===== config.mk =====
export PLATFORM = sky130hd
export DESIGN_NAME = fp_mul
export DESIGN_NICKNAME = d
export VERILOG_FILES = /design/src/rtl/fp_mul_pkg.sv /design/src/rtl/mul_shiftadd.sv /design/src/rtl/fp_mul.sv
export SDC_FILE = /design/constraint.sdc
export NUM_CORES = 1
export LEC_CHECK = 0
export ABC_AREA = 1
export BUFFER_PORTS_ARGS = -buffer_cell sky130_fd_sc_hd__buf_2
export CAP_MARGIN = 0
export CELL_PAD_IN_SITES_DETAIL_PLACEMENT = 1
export CELL_PAD_IN_SITES_GLOBAL_PLACEMENT = 2
export CORE_MARGIN = 4
export CORE_UTILIZATION = 36
export CTS_CLUSTER_SIZE = 28
export DETAILED_ROUTE_END_ITERATION = 16
export HOLD_SLACK_MARGIN = 0.03
export PLACE_DENSITY = 0.94
export SKIP_CTS_REPAIR_TIMING = 1
export SYNTH_ARGS = -nofsm -noshare
export SYNTH_HDL_FRONTEND = slang
export SYNTH_SLANG_ARGS = --single-unit
export TNS_END_PERCENT = 1

===== constraint.sdc =====
create_clock -name clk -period 5.65 [get_ports clk]
set_input_delay 0.8475 -clock clk [delete_from_list [all_inputs] [get_ports clk]]
set_output_delay 0.8475 -clock clk [all_outputs]
set_load 0.02 [all_outputs]

===== src/rtl/fp_mul_pkg.sv =====
// rtl/fp_mul_pkg.sv - shared state encoding and default widths for the sequential FP multiplier
package fp_mul_pkg;

    localparam int DEF_DATA_W = 32;
    localparam int DEF_EXP_W  = 8;

    typedef enum logic [2:0] {
        S_IDLE,
        S_UNPACK,
        S_MUL,
        S_NORM,
        S_ROUND,
        S_DONE
    } state_t;

endpackage


===== src/rtl/mul_shiftadd.sv =====
// rtl/mul_shiftadd.sv - iterative shift-add mantissa multiplier, one multiplier bit per cycle, LSB first
module mul_shiftadd #(
    parameter int DATA_W = 24
) (
    input  logic                  clk,
    input  logic                  rst,
    input  logic                  en,
    input  logic                  start,
    input  logic [DATA_W-1:0]     multiplicand,
    input  logic [DATA_W-1:0]     multiplier,
    output logic [2*DATA_W-1:0]   product,
    output logic                  done
);

    localparam int CNT_W = $clog2(DATA_W + 1);

    logic [DATA_W-1:0] r_hi;
    logic [DATA_W-1:0] r_lo;
    logic [DATA_W-1:0] r_mcand;
    logic [CNT_W-1:0]  r_cnt;
    logic [DATA_W:0]   w_sum;

    // Partial sum keeps its carry; the {hi, lo} pair shifts right as multiplier bits are consumed.
    assign w_sum   = {1'b0, r_hi} + (r_lo[0] ? {1'b0, r_mcand} : '0);
    assign done    = (r_cnt == CNT_W'(DATA_W));
    assign product = {r_hi, r_lo};

    always_ff @(posedge clk) begin
        if (rst) begin
            r_hi    <= '0;
            r_lo    <= '0;
            r_mcand <= '0;
            r_cnt   <= CNT_W'(DATA_W);
        end else if (start) begin
            r_hi    <= '0;
            r_lo    <= multiplier;
            r_mcand <= multiplicand;
            r_cnt   <= '0;
        end else if (en && !done) begin
            r_hi    <= w_sum[DATA_W:1];
            r_lo    <= {w_sum[0], r_lo[DATA_W-1:1]};
            r_cnt   <= r_cnt + 1'b1;
        end
    end

endmodule


===== src/rtl/fp_mul.sv =====
// rtl/fp_mul.sv - sequential IEEE-754 multiplier: unpack, shift-add multiply, normalise, RNE round
module fp_mul
    import fp_mul_pkg::*;
#(
    parameter int DATA_W = DEF_DATA_W,
    parameter int EXP_W  = DEF_EXP_W
) (
    input  logic              clk,
    input  logic              rst,
    input  logic              start,
    output logic              done,
    input  logic [DATA_W-1:0] op_a,
    input  logic [DATA_W-1:0] op_b,
    output logic              overflow,
    output logic              underflow,
    output logic              exception,
    output logic [DATA_W-1:0] res
);

    localparam int MAN_W  = DATA_W - EXP_W;
    localparam int FRAC_W = MAN_W - 1;
    localparam int EW2    = EXP_W + 2;
    localparam logic [EW2-1:0]    BIAS    = EW2'((1 << (EXP_W - 1)) - 1);
    localparam logic [EW2-1:0]    EXP_MAX = EW2'((1 << EXP_W) - 1);
    localparam logic [DATA_W-1:0] QNAN    = {1'b0, {EXP_W{1'b1}}, 1'b1, {(FRAC_W-1){1'b0}}};

    state_t r_state, w_next;

    logic [DATA_W-1:0]  r_a, r_b, r_res;
    logic               r_sign, r_zero, r_nan;
    logic [EW2-1:0]     r_exp;
    logic [MAN_W-1:0]   r_man;
    logic               r_guard, r_sticky;
    logic               r_ovf, r_unf, r_exc;

    logic [EXP_W-1:0]   w_ea, w_eb;
    logic [2*MAN_W-1:0] w_prod;
    logic               w_mul_done;
    logic               w_inc;
    logic [MAN_W:0]     w_rsum;
    logic [EW2-1:0]     w_fexp;
    logic [FRAC_W-1:0]  w_ffrac;
    logic [DATA_W-1:0]  w_res;
    logic               w_ovf, w_unf, w_exc;

    assign w_ea = r_a[DATA_W-2 -: EXP_W];
    assign w_eb = r_b[DATA_W-2 -: EXP_W];

    mul_shiftadd #(.DATA_W(MAN_W)) u_mul (
        .clk          (clk),
        .rst          (rst),
        .en           (r_state == S_MUL),
        .start        (r_state == S_UNPACK),
        .multiplicand ({1'b1, r_a[FRAC_W-1:0]}),
        .multiplier   ({1'b1, r_b[FRAC_W-1:0]}),
        .product      (w_prod),
        .done         (w_mul_done)
    );

    always_comb begin
        w_next = r_state;
        if (start) begin
            w_next = S_UNPACK;
        end else begin
            case (r_state)
                S_UNPACK: w_next = S_MUL;
                S_MUL:    w_next = w_mul_done ? S_NORM : S_MUL;
                S_NORM:   w_next = S_ROUND;
                S_ROUND:  w_next = S_DONE;
                default:  w_next = r_state;
            endcase
        end
    end

    // A carry out of the round increment can only mean the mantissa became exactly 2.0.
    assign w_inc   = r_guard & (r_sticky | r_man[0]);
    assign w_rsum  = {1'b0, r_man} + {{MAN_W{1'b0}}, w_inc};
    assign w_fexp  = r_exp + {{(EW2-1){1'b0}}, w_rsum[MAN_W]};
    assign w_ffrac = w_rsum[MAN_W] ? '0 : w_rsum[FRAC_W-1:0];

    always_comb begin
        w_res = {r_sign, w_fexp[EXP_W-1:0], w_ffrac};
        w_ovf = 1'b0;
        w_unf = 1'b0;
        w_exc = 1'b0;
        if (r_nan) begin
            w_res = QNAN;
            w_exc = 1'b1;
        end else if (r_zero) begin
            w_res = {r_sign, {(DATA_W-1){1'b0}}};
        end else if ($signed(w_fexp) >= $signed(EXP_MAX)) begin
            w_res = {r_sign, {EXP_W{1'b1}}, {FRAC_W{1'b0}}};
            w_ovf = 1'b1;
        end else if ($signed(w_fexp) <= 0) begin
            w_res = {r_sign, {(DATA_W-1){1'b0}}};
            w_unf = 1'b1;
        end
    end

    always_ff @(posedge clk) begin
        if (rst) begin
            r_state  <= S_IDLE;
            r_a      <= '0;
            r_b      <= '0;
            r_sign   <= 1'b0;
            r_zero   <= 1'b0;
            r_nan    <= 1'b0;
            r_exp    <= '0;
            r_man    <= '0;
            r_guard  <= 1'b0;
            r_sticky <= 1'b0;
            r_res    <= '0;
            r_ovf    <= 1'b0;
            r_unf    <= 1'b0;
            r_exc    <= 1'b0;
        end else begin
            r_state <= w_next;
            if (start) begin
                r_a   <= op_a;
                r_b   <= op_b;
                r_ovf <= 1'b0;
                r_unf <= 1'b0;
                r_exc <= 1'b0;
            end else begin
                case (r_state)
                    S_UNPACK: begin
                        r_sign <= r_a[DATA_W-1] ^ r_b[DATA_W-1];
                        r_nan  <= (&w_ea) | (&w_eb);
                        r_zero <= (w_ea == '0) | (w_eb == '0);
                        r_exp  <= {2'b00, w_ea} + {2'b00, w_eb} - BIAS;
                    end
                    S_NORM: begin
                        if (w_prod[2*MAN_W-1]) begin
                            r_man    <= w_prod[2*MAN_W-1:MAN_W];
                            r_guard  <= w_prod[MAN_W-1];
                            r_sticky <= |w_prod[MAN_W-2:0];
                            r_exp    <= r_exp + 1'b1;
                        end else begin
                            r_man    <= w_prod[2*MAN_W-2:MAN_W-1];
                            r_guard  <= w_prod[MAN_W-2];
                            r_sticky <= |w_prod[MAN_W-3:0];
                        end
                    end
                    S_ROUND: begin
                        r_res <= w_res;
                        r_ovf <= w_ovf;
                        r_unf <= w_unf;
                        r_exc <= w_exc;
                    end
                    default: ;
                endcase
            end
        end
    end

    assign done      = (r_state == S_IDLE) || (r_state == S_DONE);
    assign res       = r_res;
    assign overflow  = r_ovf;
    assign underflow = r_unf;
    assign exception = r_exc;

endmodule

# After elaboration in Yosys (flattened, before gate mapping)
# Index checks and enable logic that the tools add are counted.
word_totals:
  regBits: 218
  in_bits: 67
  output_inout_bits: 36
  word_cells: 88
classes:
  addsub: 7
  order_cmp: 2
  n_eq_ne: 7
  mux: 26
  bitwise_logic: 6
  reduce_logical: 20
op_table:
  columns: ["cell", "n"]
  rows:
  - ["2-to-1 mux 24 bit", 4]
  - ["2-to-1 mux 31 bit", 3]
  - ["2-to-1 mux 32 bit", 1]
  - ["adder 24 x 1 -> 25 bit", 1]
  - ["adder 24 x 25 -> 25 bit", 1]
  - ["2-to-1 mux 23 bit", 1]
  - ["OR reduction 23 bit", 1]
  - ["OR reduction 22 bit", 1]
  - ["case mux 10 bit (2 select lines)", 1]
  - ["zero test 8 bit", 2]
  - ["AND reduction 8 bit", 2]
  - ["2-to-1 mux 1 bit", 12]
  - ["case mux 3 bit (4 select lines)", 1]
  - ["adder 10 x 1 -> 10 bit", 1]
  - ["adder 10 x 1 -> 10 bit, second input constant", 1]
  - [">= comparator 10 x 9 -> 1 bit, second input constant", 1]
  - ["less-or-equal comparator 10 x 1 -> 1 bit, second input constant", 1]
  - ["2-to-1 mux 10 bit", 1]
  - ["2-to-1 mux 5 bit", 2]
  - ["subtractor 9 x 7 -> 10 bit, second input constant", 1]
  - ["adder 8 x 8 -> 9 bit", 1]
  - ["equality test 3 x 2 -> 1 bit, second input constant", 2]
  - ["equality test 3 bit, second input constant", 2]
  - ["AND reduction 2 bit", 3]
  - ["other kinds (17)", 21]

# Logic depth before layout (Yosys ltp)
# Gate-level depths: netlist of the first run.
depth:
  depth_word: 9
  depth_mapped: 24
  ltp_nobuf: 23

# Hierarchy
# From an unflattened synthesis of the first run, not the netlist that was laid out.
unflattened:
  cells_unflattened: 1804
  area_unflattened_um2: 12075.3
modules_own_cells:
  columns: ["module", "n_inst", "cells_per_inst", "area_each_um2", "seq_area_each_um2"]
  rows:
  - ["fp_mul", 1, 993, 7120.6, 2822.7]
  - ["mul_shiftadd", 1, 811, 4954.8, 1541.5]

# Worst setup path before layout of the first run
# Ideal clock, no wire load.
synth_timing:
  path_type: "register to register"
  startpoint: "register r_man[0]"
  endpoint: "register r_res[20], in the netlist res[20]"
  t_arrival_ps: 3192
  path_slack_ps: 2326
  path_stages_with_launch: 22
  n_path_buf: 1
  period_less_slack_ps: 3324
  path_cell_list: "dfxtp_1 > o21a_1 > ha_1 > ha_1 > nand3_1 > nor2_1 > nand4_1 > nor2_1 > nand3_1 > nor4_1 > ha_1 > ha_1 > nand3_1 > inv_1 > nand2_1 > nand2_1 > nand3_1 > nor2_1 > a21oi_4 > buf_4 > nand3_1 > a21oi_1"
synth_via:
  elab_chain_len: 9
synth_lines:
  columns: ["item", "line", "source"]
  rows:
  - ["from (decl)", "fp_mul.sv:32", "logic [MAN_W-1:0] r_man;"]
  - ["from (signal assigned)", "fp_mul.sv:134", "r_man <= w_prod[2*MAN_W-1:MAN_W];"]
  - ["from (signal assigned)", "fp_mul.sv:139", "r_man <= w_prod[2*MAN_W-2:MAN_W-1];"]
  - ["OR 1 bit", "fp_mul.sv:76", "assign w_inc = r_guard & (r_sticky | r_man[0]);"]
  - ["bitwise AND 1 bit", "fp_mul.sv:76", null]
  - ["adder 24 x 1 -> 25 bit (*)", "fp_mul.sv:77", "assign w_rsum = {1'b0, r_man} + {{MAN_W{1'b0}}, w_inc};"]
  - ["adder 10 x 1 -> 10 bit", "fp_mul.sv:78", "assign w_fexp = r_exp + {{(EW2-1){1'b0}}, w_rsum[MAN_W]};"]
  - ["less-or-equal comparator 10 x 1 -> 1 bit", "fp_mul.sv:94", "end else if ($signed(w_fexp) <= 0) begin"]
  - ["2-to-1 mux 31 bit", "fp_mul.sv:94", null]
  - ["2-to-1 mux 31 bit (*)", "fp_mul.sv:91", "end else if ($signed(w_fexp) >= $signed(EXP_MAX)) begin"]
  - ["2-to-1 mux 31 bit (*)", "fp_mul.sv:89", "end else if (r_zero) begin"]
  - ["2-to-1 mux 32 bit (*)", "fp_mul.sv:86", "if (r_nan) begin"]
  - ["to (signal assigned)", "fp_mul.sv:145", "r_res <= w_res;"]
  - ["to (decl)", "fp_mul.sv:29", "logic [DATA_W-1:0] r_a, r_b, r_res;"]
# Mark *: on every way between the ends. The rest lies on a longest branch, timed or not.
# A chain may end at the register's enable or synchronous reset.

# Worst setup path after layout of the first run
layout_timing:
  startpoint: "register r_man[0]"
  endpoint: "register r_res[28], in the netlist res[28]"
layout_via:
  elab_chain_len: 9
layout_lines:
  columns: ["item", "line"]
  rows:
  - ["OR 1 bit", "fp_mul.sv:76"]
  - ["bitwise AND 1 bit", "fp_mul.sv:76"]
  - ["adder 24 x 1 -> 25 bit (*)", "fp_mul.sv:77"]
  - ["adder 10 x 1 -> 10 bit (*)", "fp_mul.sv:78"]
  - ["less-or-equal comparator 10 x 1 -> 1 bit", "fp_mul.sv:94"]
  - ["2-to-1 mux 31 bit", "fp_mul.sv:94"]
  - ["2-to-1 mux 31 bit (*)", "fp_mul.sv:91"]
  - ["2-to-1 mux 31 bit (*)", "fp_mul.sv:89"]
  - ["2-to-1 mux 32 bit (*)", "fp_mul.sv:86"]
# Marks and branches as above.

==> results.sh, run 1 <==
export IMPL_status="finished, final reports clean"
export IMPL_drt_iter0_markers=600
export IMPL_nFillCells=4141
export IMPL_ys_types=43
export IMPL_synth_avg_cell_area_um2=6.721
export IMPL_overflow=0
export IMPL_layout_common_cells="296 x nand2_1, 276 x nor2_1, 218 x dfxtp_1"
export IMPL_dr_pass1_iters=4
export IMPL_cts_sinks=218
export IMPL_cp_top_family="simple AND/OR/NAND/NOR gates"
export IMPL_required_ns=6.06
export IMPL_finalHoldViolations=0
export IMPL_grt_pass1_vias=11056
export IMPL_hold_slack_ns=0.4634
export IMPL_setup_tns_final_ns=0
export IMPL_track_usage_pct=18.52
export IMPL_cts_buffers_inserted=26
export IMPL_reg2reg_slack_ns=1.02
export IMPL_slew_headroom_pct=23.89
export IMPL_slew_viol_final=0
export IMPL_io_pins=103
export IMPL_synth_seq_cells=218
export IMPL_final_common_cell="nand2_1"
export IMPL_grt_pass1_wl_mm=55.97
export IMPL_final_cell_count_no_fill=2194
export IMPL_path_common_cell="nand3_1"
export IMPL_synthArstFlopShare_pct=0
export IMPL_area_growth_pct=14.17
export IMPL_clk_latency_ns=0.54
export IMPL_synth_top_area_share_pct=37.97
export IMPL_setup_violations_final=0
export IMPL_clock_path_buffers=3
export IMPL_start_util_pct=36.42
export IMPL_row_count=65
export IMPL_synth_edff_count=0
export IMPL_antenna_cells=0
export IMPL_grtUsageMet3_pct=2.058
export IMPL_min_period_over_period_pct=81.93
export IMPL_min_delay_start="res[19]$_SDFFE_PP0P_"
export IMPL_nets=1887
export IMPL_drive_gt1_share_pct=10.32
export IMPL_critPathSlowestCell="nand2_1"
export IMPL_seq_area_frac_synth_pct=37.97
export IMPL_r2r_start="r_man[0]$_SDFFE_PP0P_"
export IMPL_grt_max_degree=133
export IMPL_synthesis_area_um2=11490
export IMPL_yosysTopAreaCell="dfxtp_1"
export IMPL_clock_fmax_mhz=216.0
export IMPL_gp_congestion=0.9140
export IMPL_post_dp_hpwl_mm=24.16
export IMPL_critPathCaptureType="register"
export IMPL_peakVddDrop_mv=0.2048
export IMPL_num_vias=11181
export IMPL_grt_util_met1_pct=27.17
export IMPL_core_area_um2=31560
export IMPL_critical_path_class="reg2reg"
export IMPL_p_leak_nw=5.849
export IMPL_cp_start_kind="register"
export IMPL_min_path_type="reg2reg"
export IMPL_busiest_layer="met2"
export IMPL_routedWlPerCell_um=15.27
export IMPL_die_w_um=186.7
export IMPL_antenna_found_initial=0
export IMPL_dp_cells=2146
export IMPL_worstPathMaxFanout=30
export IMPL_finish_utilization_pct=41.58
export IMPL_clk_pin_slew_worst_paths_ns=0.06
export IMPL_fp_dieArea_um2=34850
export IMPL_wl_mm=33.51
export IMPL_fin_crit_ns=4.629
export IMPL_path_buf_inv=1
export IMPL_skew_ns=0.01944
export IMPL_yosys_top_cells_area="dfxtp_1 38%, nand2_1 9.7%, nor2_1 9.0%, o21ai_0 7.7%, a21oi_1 7.7%"
export IMPL_path_cells="o21a_1 -> ha_1 -> ha_1 -> nand3_1 -> nor2_1 -> nand4_1 -> nor2_1 -> nand3_1 -> nor4_1 -> ha_1 -> ha_1 -> nand3_1 -> inv_1 -> nand3_1 -> nand2_1 -> nor2_1 -> nand3_1 -> nand2_1 -> nand2_1 -> o21ai_0 -> nand2_1 -> a21oi_1"
export IMPL_avgViaCountPerCell=5.096
export IMPL_synth_nets=1825
export IMPL_grtUsageMet2_pct=29.65
export IMPL_h_tree_depth=1
export IMPL_cts_root_buffer="clkbuf_16"
export IMPL_rsz0062_at_grt="false"
export IMPL_yosys_warnings=0
export IMPL_ant_nets=0
export IMPL_arrival_ns=5.04
export IMPL_ys_flop_type="dfxtp_1"
export IMPL_drc_errors=0
export IMPL_die_h_um=186.7
export IMPL_p_per_area_nw_per_um2=276.8
export IMPL_startpoint="r_man[0]$_SDFFE_PP0P_"
export IMPL_cts_tree="built"
export IMPL_syn_inst=1710
export IMPL_cap_violations=0
export IMPL_tightest_slew_ns=1.142
export IMPL_cp_slowest_stage_delay_ns=0.66
export IMPL_port_buffers=102
-- cells in the mapped netlist (2+ instances only) --
| cell type | number |
|---|---|
| a31oi_1 | 25 |
| xnor2_1 | 10 |
| o211ai_1 | 3 |
| o21ai_0 | 177 |
| o21a_1 | 3 |
| or2_2 | 3 |
| a21oi_1 | 176 |
| nor2_1 | 276 |
| inv_2 | 9 |
| nand2_1 | 296 |
| buf_4 | 3 |
| nor2_4 | 4 |
| nand2_2 | 3 |
| xor2_1 | 17 |
| nor4_1 | 9 |
| nand4_1 | 23 |
| nand3_1 | 96 |
| nor3_1 | 23 |
| fa_1 | 2 |
| dfxtp_1 | 218 |
| buf_2 | 11 |
| ha_1 | 46 |
| nor2_2 | 4 |
| clkbuf_1 | 63 |
| o21bai_1 | 6 |
| o21ai_1 | 9 |
| a21o_1 | 2 |
| inv_1 | 178 |
-- kinds of logic after synthesis --
kind of cell / after synthesis / synth area share, %
XOR/XNOR: 27 / 2.058
flip-flops: 218 / 37.97
adder cells (fa/ha/maj): 48 / 5.357
AO/OA/AOI/OAI: 412 / 18.93
buffers and inverters: 265 / 8.873
AND/OR/NAND/NOR: 740 / 26.80
-- stage by stage --
step,total power [mW],worst slack [ns],instance area (µm²)
after floorplan,1.894,2.326,11490
after global placement,1.989,1.190,12260
after detailed placement,1.999,1.001,12260
after CTS,3.679,0.9800,13120
after global routing,3.791,0.5538,13120
final,3.632,1.021,13120
-- state kept, by name, indices dropped and copies added, names as in the netlist --
signal	flops
exception	1
r_sign	1
r_b	32
u_mul.r_hi	24
r_a	32
r_guard	1
u_mul.r_lo	24
r_man	24
underflow	1
r_nan	1
r_zero	1
r_sticky	1
res	32
overflow	1
r_exp	10
u_mul.r_mcand	24
r_state	3
u_mul.r_cnt	5
-- path summary, 6_finish.rpt --
kind	end	depth (start not counted)
worst max register to register	res[28]$_SDFFE_PP0P_	22
worst min-delay path	res[19]$_SDFFE_PP0P_	2
worst min register to register	res[19]$_SDFFE_PP0P_	2
worst max-delay path	res[28]$_SDFFE_PP0P_	22
-- area by class of cell --
| class | instances | area, µm² | area share, % |
|---|---|---|---|
| multi-input combinational | 1227 | 6108 | 46.55 |
| sequential | 218 | 4364 | 33.26 |
| clock buffer | 34 | 720.7 | 5.493 |
| inverter | 187 | 701.9 | 5.349 |
| timing repair buffer | 112 | 585.6 | 4.463 |
| tap | 402 | 503.0 | 3.833 |
| clock inverter | 14 | 137.6 | 1.049 |
-- report_power, final --
part | switching (mW) | leakage, nW | internal (mW)
Sequential | 0.0494 | 1.78 | 1.60
Clock | 0.675 | 0.428 | 0.991
Combinational | 0.209 | 3.64 | 0.107
Total | 0.933 | 5.85 | 2.70
-- layer usage --
metal	vias up	wire length [µm]
li1	5766	-
met2	150	14740
met4	0	643
met1	5215	17140
met5	-	0
met3	50	987
-- worst min-delay path, cell delays in order (launching register included) --
cell     delay (ns)
dfxtp_1        0.31
nand2_1        0.06
a21oi_1        0.05
Note: power is estimated with default switching activity, not from simulation.
==> run 2, diff against run 1 <==
- CORE_UTILIZATION: 36 -> 30
- PLACE_DENSITY: 0.94 -> 0.85
- clock period: 5.65 -> 4 ns (I/O delays scaled with it)
==> results.sh, run 2 (synthesis gave the netlist of run 1 again) <==
export IMPL_startpoint="r_man[0]$_SDFFE_PP0P_"
export IMPL_drive_gt1_share_pct=10.53
export IMPL_reg2reg_to="res[23]$_SDFFE_PP0P_"
export IMPL_skew_ns=0.01176
export IMPL_final_common_cell="nand2_1"
export IMPL_slew_headroom_pct=24.43
export IMPL_critPathSlowestCell="dfxtp_1"
export IMPL_clk_pin_slew_worst_paths_ns=0.06
export IMPL_grt_pass1_vias=11093
export IMPL_cp_top_family="simple AND/OR/NAND/NOR gates"
export IMPL_start_util_pct=30.44
export IMPL_antenna_cells=0
export IMPL_num_vias=11125
export IMPL_slew_viol_final=0
export IMPL_clk_latency_ns=0.54
export IMPL_fin_crit_ns=3.571
export IMPL_critical_path_class="reg2reg"
export IMPL_p_per_area_nw_per_um2=383.9
export IMPL_worstPathMaxFanout=7
export IMPL_postLayoutSetupSlackWorst_ns=0.4288
export IMPL_routedWlPerCell_um=15.11
export IMPL_rr_worst_depth=22
export IMPL_arrival_ns=3.98
export IMPL_track_usage_pct=16.53
export IMPL_r2r_start="r_man[0]$_SDFFE_PP0P_"
export IMPL_ant_nets=0
export IMPL_h_tree_depth=1
export IMPL_wl_mm=34.84
export IMPL_tightest_slew_ns=1.133
export IMPL_grt_max_degree=133
export IMPL_dpl_cell_area_um2=12460
export IMPL_area_growth_pct=15.86
export IMPL_dp_cells=2262
export IMPL_row_count=71
export IMPL_post_dp_hpwl_mm=25.77
export IMPL_path_buf_inv=1
export IMPL_cap_violations=0
export IMPL_nets=1894
export IMPL_cts_tree="built"
export IMPL_finalHoldViolations=0
export IMPL_path_common_cell="nand2_1"
export IMPL_p_total_mw=5.112
export IMPL_required_ns=4.41
export IMPL_finish_utilization_pct=35.27
export IMPL_dr_pass1_iters=5
export IMPL_cts_root_buffer="clkbuf_16"
export IMPL_avgViaCountPerCell=4.824
export IMPL_clock_path_buffers=3
export IMPL_min_period_over_period_pct=89.28
export IMPL_critPathCaptureType="register"
export IMPL_whs_path_depth=3
export IMPL_final_cell_area_um2=13320
export IMPL_cp_start_kind="register"
export IMPL_io_pins=103
export IMPL_cp_depth=22
export IMPL_status="finished, final reports clean"
export IMPL_layout_common_cells="296 x nand2_1, 274 x nor2_1, 218 x dfxtp_1"
export IMPL_core_area_um2=37760
export IMPL_drt_iter0_markers=443
export IMPL_fp_dieArea_um2=41500
export IMPL_cts_sinks=218
export IMPL_path_cells="o21a_1 -> ha_1 -> ha_1 -> nand3_1 -> nor2_1 -> nand4_1 -> nor2_2 -> nand3_1 -> nor4_2 -> ha_2 -> ha_1 -> nand3_1 -> inv_1 -> nand2_1 -> nand2_1 -> nand2_1 -> nor2_1 -> nand2_1 -> nand2_2 -> nor2_2 -> nand2_1 -> a21oi_1"
export IMPL_clock_fmax_mhz=280.0
export IMPL_setup_worst_path_end="res[23]$_SDFFE_PP0P_"
export IMPL_peakVddDrop_mv=0.2492
export IMPL_antenna_found_initial=0
export IMPL_port_buffers=102
export IMPL_setup_violations_final=0
export IMPL_final_cell_count_no_fill=2306
export IMPL_die_h_um=203.7
export IMPL_min_path_type="in2reg"
export IMPL_cp_slowest_stage_delay_ns=0.35
export IMPL_nFillCells=4888
export IMPL_cts_buffers_inserted=25
export IMPL_drc_errors=0
export IMPL_overflow=0
export IMPL_gp_congestion=0.8958
export IMPL_die_w_um=203.7
export IMPL_dpl_worst_slack_ns=0.1626
export IMPL_reg2reg_slack_ns=0.43
export IMPL_p_leak_nw=5.869
export IMPL_grt_pass1_wl_mm=57.61
run 2: changes by cell type in the layout (fill, tap and decap cells not counted), moves of 2 or more:
cell,previous run,this run
clkinv_2,9,1
buf_4,10,16
clkbuf_1,4,7
buf_12,0,2
clkbuf_8,4,6
nor2_1,276,274
nor2_2,4,6
run 2: power breakdown:
part           total, mW  switching (mW)  internal, mW  leakage [nW]
clock               2.31           0.928          1.39         0.400
sequential          2.33          0.0720          2.26          1.78
combinational      0.462           0.298         0.164          3.69
run 2: layer usage:
metal | track usage, % | up-vias | wire [µm]
li1 | - | 5754 | -
met5 | 0 | - | 0
met3 | 2.178 | 46 | 995
met1 | 24.18 | 5183 | 18230
met2 | 26.11 | 142 | 14950
met4 | 3.517 | 0 | 664
run 2: worst reg2reg max path, stage by stage, from the launching register on:
cell and delay (ns):
dfxtp_1 0.35, o21a_1 0.14, ha_1 0.17, ha_1 0.21
nand3_1 0.09, nor2_1 0.14, nand4_1 0.13, nor2_2 0.15
nand3_1 0.14, nor4_2 0.20, ha_2 0.29, ha_1 0.22
nand3_1 0.12, inv_1 0.14, nand2_1 0.06, nand2_1 0.06
nand2_1 0.07, nor2_1 0.26, nand2_1 0.11, nand2_2 0.15
nor2_2 0.09, nand2_1 0.10, a21oi_1 0.06
run 2: area by class of cell:
class | instances | area [µm²] | share of cell area, %
clock inverters | 5 | 82.58 | 0.6202
multi-input cells | 1227 | 6122 | 45.98
clock buffers | 38 | 734.5 | 5.516
well taps | 511 | 639.4 | 4.802
repair buffers | 120 | 670.6 | 5.037
inverters | 187 | 701.9 | 5.272
flip-flops and latches | 218 | 4364 | 32.78
run 2: per-stage QoR:
stage                     setup TNS (ns)  hold WS, ns
after floorplan                        0       0.4391
after global placement                 0       0.4473
after detailed placement               0       0.4566
after CTS                              0       0.2577
after global routing           -0.007674       0.2690
final                                  0       0.2841
run 2: worst min-delay path by stage:
stage | from | end | slack, ns
CTS | op_a[13] | r_a[13]$_SDFFE_PP0P_ | 0.26
finish | op_a[13] | r_a[13]$_SDFFE_PP0P_ | 0.28
detailed placement | res[12]$_SDFFE_PP0P_ | res[12]$_SDFFE_PP0P_ | 0.46
floorplan | r_man[23]$_SDFFE_PP0P_ | r_man[23]$_SDFFE_PP0P_ | 0.44
global placement | u_mul.r_mcand[23]$_SDFFE_PP0P_ | u_mul.r_mcand[23]$_SDFFE_PP0P_ | 0.45
global route | op_b[16] | r_b[16]$_SDFFE_PP0P_ | 0.27
==> run 3, diff against run 2 <==
- CORE_ASPECT_RATIO: unset -> 1.75
- RECOVER_POWER: unset -> 100
==> results.sh, run 3 (synthesis gave the netlist of run 1 again) <==
export IMPL_rr_worst_depth=22
export IMPL_met3_wirelength_mm=1.139
export IMPL_top_layer="met4"
export IMPL_avgViaCountPerCell=4.973
export IMPL_multi_input_area_um2=6133
export IMPL_area_growth_pct=14.35
export IMPL_clk_pin_slew_worst_paths_ns=0.06
export IMPL_arrival_ns=4.09
export IMPL_row_count=94
export IMPL_finish_utilization_pct=34.81
export IMPL_clock_fmax_mhz=271.6
export IMPL_rsz0062_at_grt="true"
export IMPL_finalHoldViolations=0
export IMPL_required_ns=4.41
export IMPL_setup_tns_final_ns=0
export IMPL_ant_nets=0
export IMPL_setup_violations_final=0
export IMPL_reg2reg_to="res[27]$_SDFFE_PP0P_"
export IMPL_tightest_slew_ns=3.059
export IMPL_die_w_um=156.0
export IMPL_start_util_pct=30.44
export IMPL_met1_length_mm=14.33
export IMPL_met2_length_mm=21.03
export IMPL_final_common_cell="nand2_1"
export IMPL_path_buf_inv=1
export IMPL_drive_gt1_share_pct=8.194
export IMPL_routedWlPerCell_um=16.79
export IMPL_port_buffers=102
export IMPL_grt_pass1_vias=11898
export IMPL_cts_buffers_inserted=24
export IMPL_drt_iter0_markers=410
export IMPL_clk_latency_ns=0.55
export IMPL_p_total_mw=4.930
export IMPL_fin_crit_ns=3.682
export IMPL_cts_root_buffer="clkbuf_16"
export IMPL_layout_common_cells="294 x nand2_1, 276 x nor2_1, 218 x dfxtp_1"
export IMPL_overflow=0
export IMPL_clock_path_buffers=3
export IMPL_critical_path_class="reg2reg"
export IMPL_reg2reg_slack_ns=0.32
export IMPL_num_vias=11314
export IMPL_grt_pass1_wl_mm=61.75
export IMPL_r2r_start="r_man[0]$_SDFFE_PP0P_"
export IMPL_min_period_over_period_pct=92.05
export IMPL_cp_slowest_stage_delay_ns=0.35
export IMPL_p_per_area_nw_per_um2=375.1
export IMPL_core_area_um2=37750
export IMPL_cts_sinks=218
export IMPL_post_dp_hpwl_mm=29.08
export IMPL_nFillCells=4865
export IMPL_whs_path_depth=3
export IMPL_dr_pass1_iters=7
export IMPL_hold_slack_ns=0.2813
export IMPL_io_pins=103
export IMPL_path_cells="o21a_1 -> ha_1 -> ha_2 -> nand3_1 -> nor2_2 -> nand4_1 -> nor2_2 -> nand3_2 -> nor4_4 -> ha_1 -> ha_2 -> nand3_1 -> inv_2 -> nand2_1 -> nand2_1 -> nand3_1 -> nor2_2 -> nand2_1 -> nand2_2 -> nor2_2 -> nand2_1 -> a21oi_1"
export IMPL_die_h_um=266.9
export IMPL_skew_ns=0.01843
export IMPL_worstPathMaxFanout=7
export IMPL_grt_max_degree=88
export IMPL_peakVddDrop_mv=0.2863
export IMPL_track_usage_pct=18.26
export IMPL_cp_top_family="simple AND/OR/NAND/NOR gates"
export IMPL_final_cell_area_um2=13140
export IMPL_fp_dieArea_um2=41630
export IMPL_regArea_um2=4364
export IMPL_status="finished with violations"
export IMPL_h_tree_depth=1
export IMPL_slew_viol_final=167
export IMPL_dpl_cell_area_um2=12420
export IMPL_cp_start_kind="register"
export IMPL_critPathCaptureType="register"
export IMPL_min_path_type="in2reg"
export IMPL_hold_end="r_b[18]$_SDFFE_PP0P_"
export IMPL_violations="max-capacitance violations, max-slew violations"
export IMPL_antenna_found_initial=1
export IMPL_min_delay_start="op_b[18]"
export IMPL_wl_mm=38.20
export IMPL_gp_congestion=0.8920
export IMPL_slew_headroom_pct=-104.0
export IMPL_drc_errors=0
export IMPL_cap_violations=3
export IMPL_nets=1894
export IMPL_cts_tree="built"
export IMPL_p_leak_nw=5.677
export IMPL_critPathSlowestCell="dfxtp_1"
run 3: worst max path at each step:
stage	from	endpoint	slack, ns	depth (start not counted)
final	r_man[0]$_SDFFE_PP0P_	res[27]$_SDFFE_PP0P_	0.32	22
after global routing	u_mul.r_cnt[0]$_SDFFE_PP0P_	u_mul.r_lo[23]$_SDFFE_PP0P_	-0.01	11
after CTS	r_man[0]$_SDFFE_PP0P_	res[0]$_SDFFE_PP0P_	-0.18	22
after detailed placement	r_man[0]$_SDFFE_PP0P_	res[6]$_SDFFE_PP0P_	-0.18	22
after global placement	r_man[0]$_SDFFE_PP0P_	res[16]$_SDFFE_PP0P_	0.002	22
after floorplan	r_man[0]$_SDFFE_PP0P_	res[20]$_SDFFE_PP0P_	0.68	21
run 3: layout make-up:
type,count,area share (%)
sequential,218,33.21
antenna,1,0.01904
tap,480,4.570
clock inverter,8,0.4094
inverter,187,5.341
multi-input combinational,1227,46.67
clock buffer,33,5.208
timing repair buffer,121,4.570
run 3: layer usage:
| layer | vias to the layer above | global-route usage, % |
|---|---|---|
| li1 | 5751 | - |
| met5 | - | 0 |
| met2 | 154 | 35.91 |
| met1 | 5345 | 18.86 |
| met4 | 0 | 8.217 |
| met3 | 64 | 2.141 |
run 3: stage by stage:
step | setup WS, ns | std cells
global route | -0.01359 | 2275
CTS | -0.1784 | 2273
finish | 0.3179 | 2275
global placement | 0.002276 | 2232
floorplan | 0.6759 | 1710
detailed placement | -0.1770 | 2232
run 3: worst register-to-register path, cell delays in order (launching register included):
cell and delay [ns]:
dfxtp_1 0.35, o21a_1 0.14, ha_1 0.17, ha_2 0.20, nand3_1 0.10, nor2_2 0.17, nand4_1 0.15, nor2_2 0.16
nand3_2 0.14, nor4_4 0.27, ha_1 0.22, ha_2 0.21, nand3_1 0.15, inv_2 0.12, nand2_1 0.05, nand2_1 0.11
nand3_1 0.10, nor2_2 0.23, nand2_1 0.11, nand2_2 0.17, nor2_2 0.10, nand2_1 0.10, a21oi_1 0.06
run 3: power by group:
group	switching [mW]	internal, mW	total (mW)
Combinational	0.305	0.164	0.468
Clock	0.934	1.19	2.13
Sequential	0.0735	2.26	2.34
Total	1.31	3.62	4.93
